## config.mk

```make
export PLATFORM = sky130hd
export DESIGN_NAME = v_fu_clkgate_ctrl
export DESIGN_NICKNAME = d
export VERILOG_FILES = /design/src/rtl/v_pkg.sv /design/src/rtl/v_fu_linger.sv /design/src/rtl/v_fu_clkgate_ctrl.sv
export SDC_FILE = /design/constraint.sdc
export NUM_CORES = 1
export LEC_CHECK = 0
export ABC_AREA = 1
export BUFFER_PORTS_ARGS = -buffer_cell sky130_fd_sc_hd__buf_2
export CORE_MARGIN = 3
export CORE_UTILIZATION = 30
export CTS_CLUSTER_DIAMETER = 60
export DETAILED_ROUTE_END_ITERATION = 8
export HOLD_SLACK_MARGIN = 0.15
export PLACE_DENSITY = 0.45
export SETUP_SLACK_MARGIN = 0.2
export SYNTH_ARGS = -nofsm -noshare
export SYNTH_HDL_FRONTEND = slang
export SYNTH_SLANG_ARGS = --single-unit
```

## constraint.sdc

```tcl
create_clock -name clk -period 3.2 [get_ports clk]
set_input_delay 0.64 -clock clk [delete_from_list [all_inputs] [get_ports clk]]
set_output_delay 0.64 -clock clk [all_outputs]
set_load 0.01 [all_outputs]
```

## src/rtl/v_pkg.sv

```systemverilog
// Shared types for the vector FU clock-gating controller.
// FSM state encoding, unit indices and a one-hot-to-index helper.
package v_pkg;

    typedef enum logic [1:0] {
        IDLE,
        WAKE,
        RUN,
        HOLD
    } fu_state_e;

    localparam int FU_RED  = 0;
    localparam int FU_ALU  = 1;
    localparam int FU_MUL  = 2;
    localparam int FU_SLDU = 3;
    localparam int FU_LSU  = 4;

    localparam int MAX_FU = 32;

    function automatic int unsigned oh2idx(input logic [MAX_FU-1:0] oh);
        int unsigned idx;
        idx = 0;
        for (int unsigned i = 0; i < MAX_FU; i++) begin
            if (oh[i]) idx = i;
        end
        return idx;
    endfunction

endpackage

```

## src/rtl/v_fu_linger.sv

```systemverilog
// Per-unit linger down-counter and registered BUFGCE clock enable.
// The FSM owns the enable while active; afterwards it lingers LINGER_CYC cycles.
module v_fu_linger
    import v_pkg::*;
#(
    parameter int LINGER_CYC = 4
) (
    input  logic clk,
    input  logic nrst,
    input  logic own_nxt,
    input  logic rel,
    output logic clk_en
);

    localparam int LW = (LINGER_CYC > 0) ? $clog2(LINGER_CYC + 1) : 1;

    logic [LW-1:0] cnt;

    always_ff @(posedge clk or negedge nrst) begin
        if (!nrst) begin
            cnt    <= '0;
            clk_en <= 1'b0;
        end else if (own_nxt) begin
            cnt    <= '0;
            clk_en <= 1'b1;
        end else if (rel) begin
            cnt    <= LW'(LINGER_CYC);
            clk_en <= (LINGER_CYC != 0);
        end else if (cnt != '0) begin
            cnt    <= cnt - LW'(1);
            clk_en <= (cnt > LW'(1));
        end else begin
            clk_en <= 1'b0;
        end
    end

endmodule

```

## src/rtl/v_fu_clkgate_ctrl.sv

```systemverilog
// Clock-gating and issue sequencer for the vector functional units.
// Optional per-unit enable-cycle statistics under `V_CG_STATS_EN.
module v_fu_clkgate_ctrl
    import v_pkg::*;
#(
    parameter int NUM_FU      = 5,
    parameter int WAKE_CYC    = 2,
    parameter int HOLD_CYC    = 1,
    parameter int LINGER_CYC  = 4,
    parameter int TIMEOUT_CYC = 64,
    localparam int IW = (NUM_FU > 1) ? $clog2(NUM_FU) : 1
) (
    input  logic              clk,
    input  logic              nrst,
    input  logic              instr_valid,
    output logic              instr_ready,
    input  logic [NUM_FU-1:0] fu_sel,
    input  logic [NUM_FU-1:0] fu_done,
    output logic [NUM_FU-1:0] fu_clk_en,
    output logic [NUM_FU-1:0] fu_start,
    output logic              wb_valid,
    output logic [IW-1:0]     wb_fu_idx,
    output logic              busy,
    output logic              sel_err,
    output logic              timeout_err,
    input  logic              err_clr
`ifdef V_CG_STATS_EN
    ,
    input  logic [IW-1:0]     stat_sel,
    output logic [31:0]       stat_cnt
`endif
);

    localparam int WW = (WAKE_CYC > 0) ? $clog2(WAKE_CYC + 1) : 1;
    localparam int HW = (HOLD_CYC > 0) ? $clog2(HOLD_CYC + 1) : 1;
    localparam int TW = (TIMEOUT_CYC > 0) ? $clog2(TIMEOUT_CYC + 1) : 1;

    fu_state_e         state, state_n;
    logic [NUM_FU-1:0] act, act_n;
    logic [NUM_FU-1:0] start_n, own, own_n;
    logic [WW-1:0]     wcnt, wcnt_n;
    logic [HW-1:0]     hcnt, hcnt_n;
    logic [TW-1:0]     rcnt, rcnt_n, rinc;
    logic [IW-1:0]     idx_n;
    logic              wb_n, serr_n, terr_n, hit;

    assign instr_ready = (state == IDLE);
    assign busy        = (state != IDLE);

    always_comb begin
        state_n = state;
        act_n   = act;
        wcnt_n  = wcnt;
        hcnt_n  = hcnt;
        rcnt_n  = rcnt;
        start_n = '0;
        wb_n    = 1'b0;
        idx_n   = wb_fu_idx;
        serr_n  = 1'b0;
        hit     = 1'b0;
        rinc    = (rcnt == '1) ? rcnt : rcnt + TW'(1);
        unique case (state)
            IDLE: begin
                if (instr_valid) begin
                    if (!$onehot(fu_sel)) begin
                        serr_n = 1'b1;
                    end else if ((fu_sel & fu_clk_en) != '0) begin
                        act_n   = fu_sel;
                        state_n = RUN;
                        start_n = fu_sel;
                        rcnt_n  = '0;
                    end else begin
                        act_n   = fu_sel;
                        state_n = WAKE;
                        wcnt_n  = WW'(1);
                    end
                end
            end
            WAKE: begin
                if (wcnt >= WW'(WAKE_CYC)) begin
                    state_n = RUN;
                    start_n = act;
                    rcnt_n  = '0;
                end else begin
                    wcnt_n = wcnt + WW'(1);
                end
            end
            RUN: begin
                rcnt_n = rinc;
                // done is ignored in the start cycle itself
                if (fu_start == '0 && (fu_done & act) != '0) begin
                    wb_n  = 1'b1;
                    idx_n = IW'(oh2idx(MAX_FU'(act)));
                    if (HOLD_CYC == 0) begin
                        state_n = IDLE;
                    end else begin
                        state_n = HOLD;
                        hcnt_n  = HW'(1);
                    end
                end else if (TIMEOUT_CYC != 0 && rinc == TW'(TIMEOUT_CYC)) begin
                    hit     = 1'b1;
                    state_n = IDLE;
                end
            end
            HOLD: begin
                if (hcnt >= HW'(HOLD_CYC)) begin
                    state_n = IDLE;
                end else begin
                    hcnt_n = hcnt + HW'(1);
                end
            end
            default: state_n = IDLE;
        endcase
        terr_n = hit | (timeout_err & ~err_clr);
    end

    assign own   = act & {NUM_FU{state != IDLE}};
    assign own_n = act_n & {NUM_FU{state_n != IDLE}};

    always_ff @(posedge clk or negedge nrst) begin
        if (!nrst) begin
            state       <= IDLE;
            act         <= '0;
            wcnt        <= '0;
            hcnt        <= '0;
            rcnt        <= '0;
            fu_start    <= '0;
            wb_valid    <= 1'b0;
            wb_fu_idx   <= '0;
            sel_err     <= 1'b0;
            timeout_err <= 1'b0;
        end else begin
            state       <= state_n;
            act         <= act_n;
            wcnt        <= wcnt_n;
            hcnt        <= hcnt_n;
            rcnt        <= rcnt_n;
            fu_start    <= start_n;
            wb_valid    <= wb_n;
            wb_fu_idx   <= idx_n;
            sel_err     <= serr_n;
            timeout_err <= terr_n;
        end
    end

    for (genvar g = 0; g < NUM_FU; g++) begin : g_lg
        v_fu_linger #(
            .LINGER_CYC(LINGER_CYC)
        ) u_lg (
            .clk    (clk),
            .nrst   (nrst),
            .own_nxt(own_n[g]),
            .rel    (own[g] & ~own_n[g]),
            .clk_en (fu_clk_en[g])
        );
    end

`ifdef V_CG_STATS_EN
    logic [31:0] stat_q [NUM_FU];

    always_ff @(posedge clk or negedge nrst) begin
        if (!nrst) begin
            for (int i = 0; i < NUM_FU; i++) stat_q[i] <= '0;
            stat_cnt <= '0;
        end else begin
            for (int i = 0; i < NUM_FU; i++) begin
                if (fu_clk_en[i] && stat_q[i] != '1) stat_q[i] <= stat_q[i] + 32'd1;
            end
            stat_cnt <= (int'(stat_sel) < NUM_FU) ? stat_q[stat_sel] : '0;
        end
    end
`endif

endmodule

```

Yosys cells after proc, flatten, opt, wreduce, memory -nomap -nowiden. Cells that the tools add are included. Widths: inputs -> output; s select.

Reduce and logical (&&, ||, !) cells: 24. Multiplexer cells: 72. Eq/ne operators: 14. Magnitude comparators: 7. Add/subtract/negate cells: 12. Bitwise gates (word level): 17.

Operators by type and width (count): $mux 3 (18); $mux 5 (7); $mux 7 (5); $reduce_bool 3->1 (11); $mux 1 (26); $mux 2 (11); $pmux 7 s3 (1); $and 5x5->5 (4); $gt 3x1->1 const B (5); $sub 3x1->3 const B (5); $eq 7x7->1 const B (2); $ne 2x2->1 const B (6); $pmux 5 s2 (1); $reduce_and 5->1 (2); $reduce_bool 5->1 (2); $pmux 2 s4 (1); $reduce_bool 2->1 (4); $add 7x1->7 const B (1); $and 1x1->1 (6); $not 1->1 (6); $logic_not 5->1 (1); $add 1x1->2 (2); $eq 2x2->1 const B (2); $ne 2x1->1 const B (2); other kinds (15) (15).

Register bits after elaboration: 48. Word-level logic and storage cells: 166. Bits of input ports: 14. Output and inout bits: 18.

Depth between registers and ports, before layout.
Word-level depth: 13. Depth in mapped cells: 15. Mapped depth without buffers: 15.

By module. A second synthesis with hierarchy kept.

Cell total of the unflattened synthesis: 355. Area total of the unflattened synthesis: 2765.2 sq um.

By module, submodules not included: v_fu_clkgate_ctrl (times used 1, seq. area each 700.7 sq um, area each 1545.2 sq um, cells each 200); v_fu_linger (times used 5, seq. area each 100.1 sq um, area each 244.0 sq um, cells each 31).

Worst setup path after synthesis. No wires, ideal clock.

Path type: input-to-reg. Start: input port fu_sel[0]. End: register g_lg[4].u_lg.cnt[0]. Path slack: 0.124 ns. Buffers on the path: 0. Required time: 3.082 ns. Arrival time: 2.958 ns. Library setup time: 0.118 ns. Stages on the path: 14. Path through: fa_1 inv_1 fa_1 inv_1 ha_1 or3_1 nor2_2 nand2_2 inv_1 nand2_1 o21ai_1 nand2_2 nand3_1 nand2_1.

Elaborated cells between the ends (all ways): 20. Classes of those cells: add/sub: 3; eq/ne: 1; mux: 9; bitwise: 4; reduce/logical: 3.

RTL lines: from (decl) (RTL line v_fu_clkgate_ctrl.sv:17) `input logic [NUM_FU-1:0] fu_sel,`; $add 1x1->2 (not written as such) (*) (RTL line v_fu_clkgate_ctrl.sv:65) `if (!$onehot(fu_sel)) begin`; $add 2x2->3 (not written as such) (*) (RTL line v_fu_clkgate_ctrl.sv:65); $add 3x1->3 (not written as such) (*) (RTL line v_fu_clkgate_ctrl.sv:65); $eq 3x1->1 (*) (RTL line v_fu_clkgate_ctrl.sv:65); $mux 5 (*) (RTL line v_fu_clkgate_ctrl.sv:65); $mux 5 (*) (RTL line v_fu_clkgate_ctrl.sv:64) `if (instr_valid) begin`; $mux 5 (*) (RTL line v_fu_clkgate_ctrl.sv:62) `unique case (state)`; via act_n[4] (RTL line v_fu_clkgate_ctrl.sv:39) `logic [NUM_FU-1:0] act, act_n;`; $and 5x5->5 (*) (RTL line v_fu_clkgate_ctrl.sv:118) `assign own_n = act_n & {NUM_FU{state_n != IDLE}};`; $not 1->1 (RTL line v_fu_clkgate_ctrl.sv:153) `.rel (own[g] & ~own_n[g]),`; $and 1x1->1 (RTL line v_fu_clkgate_ctrl.sv:153); $mux 3 (RTL line v_fu_linger.sv:26) `end else if (rel) begin`; $mux 3 (RTL line v_fu_linger.sv:23) `end else if (own_nxt) begin`; to (signal assigned) (RTL line v_fu_linger.sv:27) `cnt <= LW'(LINGER_CYC);`; to (signal assigned) (RTL line v_fu_linger.sv:30) `cnt <= cnt - LW'(1);`; to (decl) (RTL line v_fu_linger.sv:17) `logic [LW-1:0] cnt;`.

Mark *: on every way through the listed nets, which the timed path passes. The rest lies on a longest branch. A chain may end at the register's enable or synchronous reset.

Final worst setup path.
Start: input port fu_sel[3]. End: register g_lg[4].u_lg.cnt[1].

Word-level cells in the longest chain between the ends: 13. Elaborated cells between the ends (all ways): 20. Classes of those cells: add/sub: 3; eq/ne: 1; mux: 9; bitwise: 4; reduce/logical: 3.

Ends and longest elaborated chain (RTL line): $add 1x1->2 (not written as such) (v_fu_clkgate_ctrl.sv:65); $add 2x2->3 (not written as such) (v_fu_clkgate_ctrl.sv:65); $add 3x1->3 (not written as such) (v_fu_clkgate_ctrl.sv:65); $eq 3x1->1 (v_fu_clkgate_ctrl.sv:65); $mux 2 (v_fu_clkgate_ctrl.sv:65); $mux 2 (v_fu_clkgate_ctrl.sv:64); $pmux 2 s4 (v_fu_clkgate_ctrl.sv:62); $reduce_bool 2->1 (v_fu_clkgate_ctrl.sv:118); $and 5x5->5 (*) (v_fu_clkgate_ctrl.sv:118); $not 1->1 (v_fu_clkgate_ctrl.sv:153); $and 1x1->1 (v_fu_clkgate_ctrl.sv:153); $mux 3 (v_fu_linger.sv:26); $mux 3 (v_fu_linger.sv:23).

Every way passes the cells marked *; elsewhere a longest branch is shown, timed or not.

==> results.cfg <==
[drt]
drt_iter0_markers = 50
wl_um = 6201
drc = 0
wl_per_cell_um = 12.73
vias = 2256
viasPerCell = 4.632
dr.pass1.iters = 4
ant_nets = 0

[grt]
use_met2 = 0.2052
gr-total-overflow = 0
grt_pass1_wl_um = 10410
grt_pass1_vias = 2167
grt.met1_usage = 0.1742
top_usage_layer = met2
grtUsageTotal = 0.1288
antenna_found_initial = 0
grtUsageMet3 = 0.03444
grt_max_degree = 49

[worst_setup_path]
startpoint_type = primary input
r2r-end = g_lg[4].u_lg.clk_en
critPathRequiredTime_ps = 3400
crit_type = primary input to flip-flop
r2r_cells = 14
crit_arrival_ps = 3120
worstPathMaxFanout = 6
r2r_setup_slack_ps = 1010
crit_path_top_delay_cell = fa_1
critPathMaxStageDelay_ps = 540
crit_path_end = g_lg[4].u_lg.cnt[1]
cp_cell_sequence = buf_6 > fa_1 > inv_2 > fa_2 > inv_2 > ha_4 > or3_4 > nor2_4 > nand2_4 > inv_4 > a21oi_4 > nand3_4 > nand2_4 > nand3_2 > nand2_1
reg2reg_from = rcnt[0]
critPathLaunch = fu_sel[3]
end_kind = flip-flop

[power]
irDropWorstVdd_mv = 0.2872
p_total_uw = 3173
clkPwrFrac = 0.121
comb_power_share = 0.548
seqPwrFrac = 0.332
net-switching-power_uw = 1478
p_sw_frac = 0.4656
p_leak_uw = 0.001679
powerDensity_nw_per_um2 = 970.3
internal-power_uw = 1696

[cts]
cts_hold_repair.buffers = 0
htree_num_levels = 2
clkSinkCount = 48
cts_buffer_depth = 2
cts_tree = done
clkSlewWorstSetupHoldPaths_ps = 90
numCtsBuffers = 5
clk_latency_ps = 300
cts_root_buffer = clkbuf_8

[synthesis]
yosys_warnings = 0
syn_inst = 335
yosys_register_bits = 48
synth_area_leaders = dfrtp_1, ha_1, inv_1, nand2_1, nor2_1
synthesis.nets = 369
netlist.top_cell.by_area = dfrtp_1
synth_cell_types = 31
synth_area_per_cell_um2 = 8.131
synth_top_area_share = 0.4410
syn-cell-area_um2 = 2724
seq_area_frac_synth = 0.4410

[cells_and_area]
final_cells = 487
nNetsFinal = 412
num-fill-cells = 923
diodes = 0
drive_above_1_share = 0.2375
syn_to_final_growth_pct = 20.07

[timing]
fin_crit_ps = 2916
worstMarginPinSlew_ps = 628.8
hold_viol = 0
fmax_mhz = 342.9
setup_viol = 0
slew_viol_final = 0
final.setup_skew_ps = 2.965
rsz0062_at_grt = false
whs_ps = 433.3
relSlewSlack = 0.5808
finalCritPeriodShare = 0.9114

[placement]
io_buffers = 31
place_inst = 477
gp_congestion = 0.7421
dp_hpwl_um = 4721

[floorplanning]
die_w_um = 101.3
design.core.area_um2 = 8763
die_h_um = 101.3
fp-row-count = 34
ios = 32
die_area_um2 = 10260
start_util = 0.3108

[run_status]
outcome = completed

[run]
cap_violations = 0

[hold_path]
hold_path.class = primary input to async pin
[worst min-delay path by stage]
stage	start	end	slack, ps
floorplan	nrst	act[0]	340
global placement	hcnt	hcnt	460
detailed placement	hcnt	hcnt	460
CTS	nrst	g_lg[2].u_lg.cnt[1]	470
global route	nrst	g_lg[2].u_lg.cnt[1]	490
finish	nrst	g_lg[2].u_lg.cnt[1]	430
[Yosys cell counts (all sizes together)]
| library cell | instances |
|---|---|
| xor2 | 4 |
| inv | 58 |
| or2 | 1 |
| o21ai | 28 |
| a22o | 2 |
| buf | 6 |
| nand3 | 22 |
| xnor2 | 1 |
| nor3 | 8 |
| o41ai | 1 |
| nor2 | 49 |
| or3 | 1 |
| nand2 | 61 |
| ha | 18 |
| o21a | 1 |
| a21o | 1 |
| a31oi | 1 |
| fa | 2 |
| nand4 | 5 |
| a21oi | 9 |
| o22ai | 8 |
| dfrtp | 48 |
[per-stage QoR]
step	TNS (ps)	setup WS (ps)	util	cell area, um^2
final	0	283.6	0.3732	3271
after global routing	0	174.0	0.3732	3271
after CTS	0	207.9	0.3601	3156
after detailed placement	-1706	-120.5	0.3495	3063
after global placement	-1487	-101.6	0.3495	3063
after floorplan	0	192.6	-	2750
[state kept, by name, summed over array words and instances (netlist names)]
name and flops:
hcnt 1, state 2, wb_fu_idx 3, fu_start 5
wb_valid 1, sel_err 1, rcnt 7, act 5
g_lg.u_lg.clk_en 5, wcnt 2, timeout_err 1, g_lg.u_lg.cnt 15
[power by group through the flow]
stage / Sequential [uW] / Clock (uW) / Combinational [uW]
2_1_floorplan: 1020 / 0 / 1250
3_3_place_gp: 1070 / 0 / 1610
3_5_place_dp: 1060 / 0 / 1620
4_1_cts: 1050 / 398 / 1630
5_1_grt: 1100 / 431 / 2010
6_report: 1050 / 383 / 1740
[logic make-up after synthesis]
| kind of cell | Yosys count | synth area share |
|---|---|---|
| and+or+nand+nor | 147 | 0.2412 |
| buffers and inverters | 64 | 0.09646 |
| AOI/OAI and AO/OA | 51 | 0.1080 |
| DFF | 48 | 0.4410 |
| adders and majority gates | 20 | 0.09738 |
| xor gates and xnor gates | 5 | 0.01608 |
[placed cells by master (no fill, tap or decap), types with 4 or more instances in the layout]
cell type / instances
nand2_2: 7
buf_2: 30
inv_2: 5
dfrtp_1: 48
o21ai_0: 21
inv_1: 52
ha_1: 17
nand2_1: 51
nor3_1: 8
o21ai_1: 4
a21oi_1: 7
nand3_1: 12
buf_4: 10
o22ai_1: 8
nand3_2: 9
clkbuf_8: 6
nor2_1: 44
nand4_1: 5
xor2_1: 4
[worst max-delay path: cells and delay by family]
family / cells / cell delay [ps]
simple gates: 7 / 1000
compound gates: 1 / 70
fa+ha+maj: 3 / 1070
buf+inv: 4 / 320
[final cells by class]
cell class | count | area (um^2) | area share
Clock inverter | 2 | 10.01 | 0.003060
Multi-Input combinational cell | 224 | 1385 | 0.4235
Tap cell | 108 | 135.1 | 0.04132
Timing Repair Buffer | 41 | 236.5 | 0.07230
Clock buffer | 6 | 82.58 | 0.02525
Inverter | 58 | 220.2 | 0.06733
Sequential cell | 48 | 1201 | 0.3673
[timing repair]
action,CTS,global route
endpoints found under the hold margin,0,0
buffers inserted,0,1
setup endpoints to repair,0,24
gates resized for setup,0,24
[routing by layer]
metal | vias to the layer above | wire length, um
li1 | 1149 | -
met1 | 1065 | 3055
met2 | 35 | 2820
met3 | 7 | 250
met4 | 0 | 74
met5 | - | 0
Power figures use the tool's default switching activity.
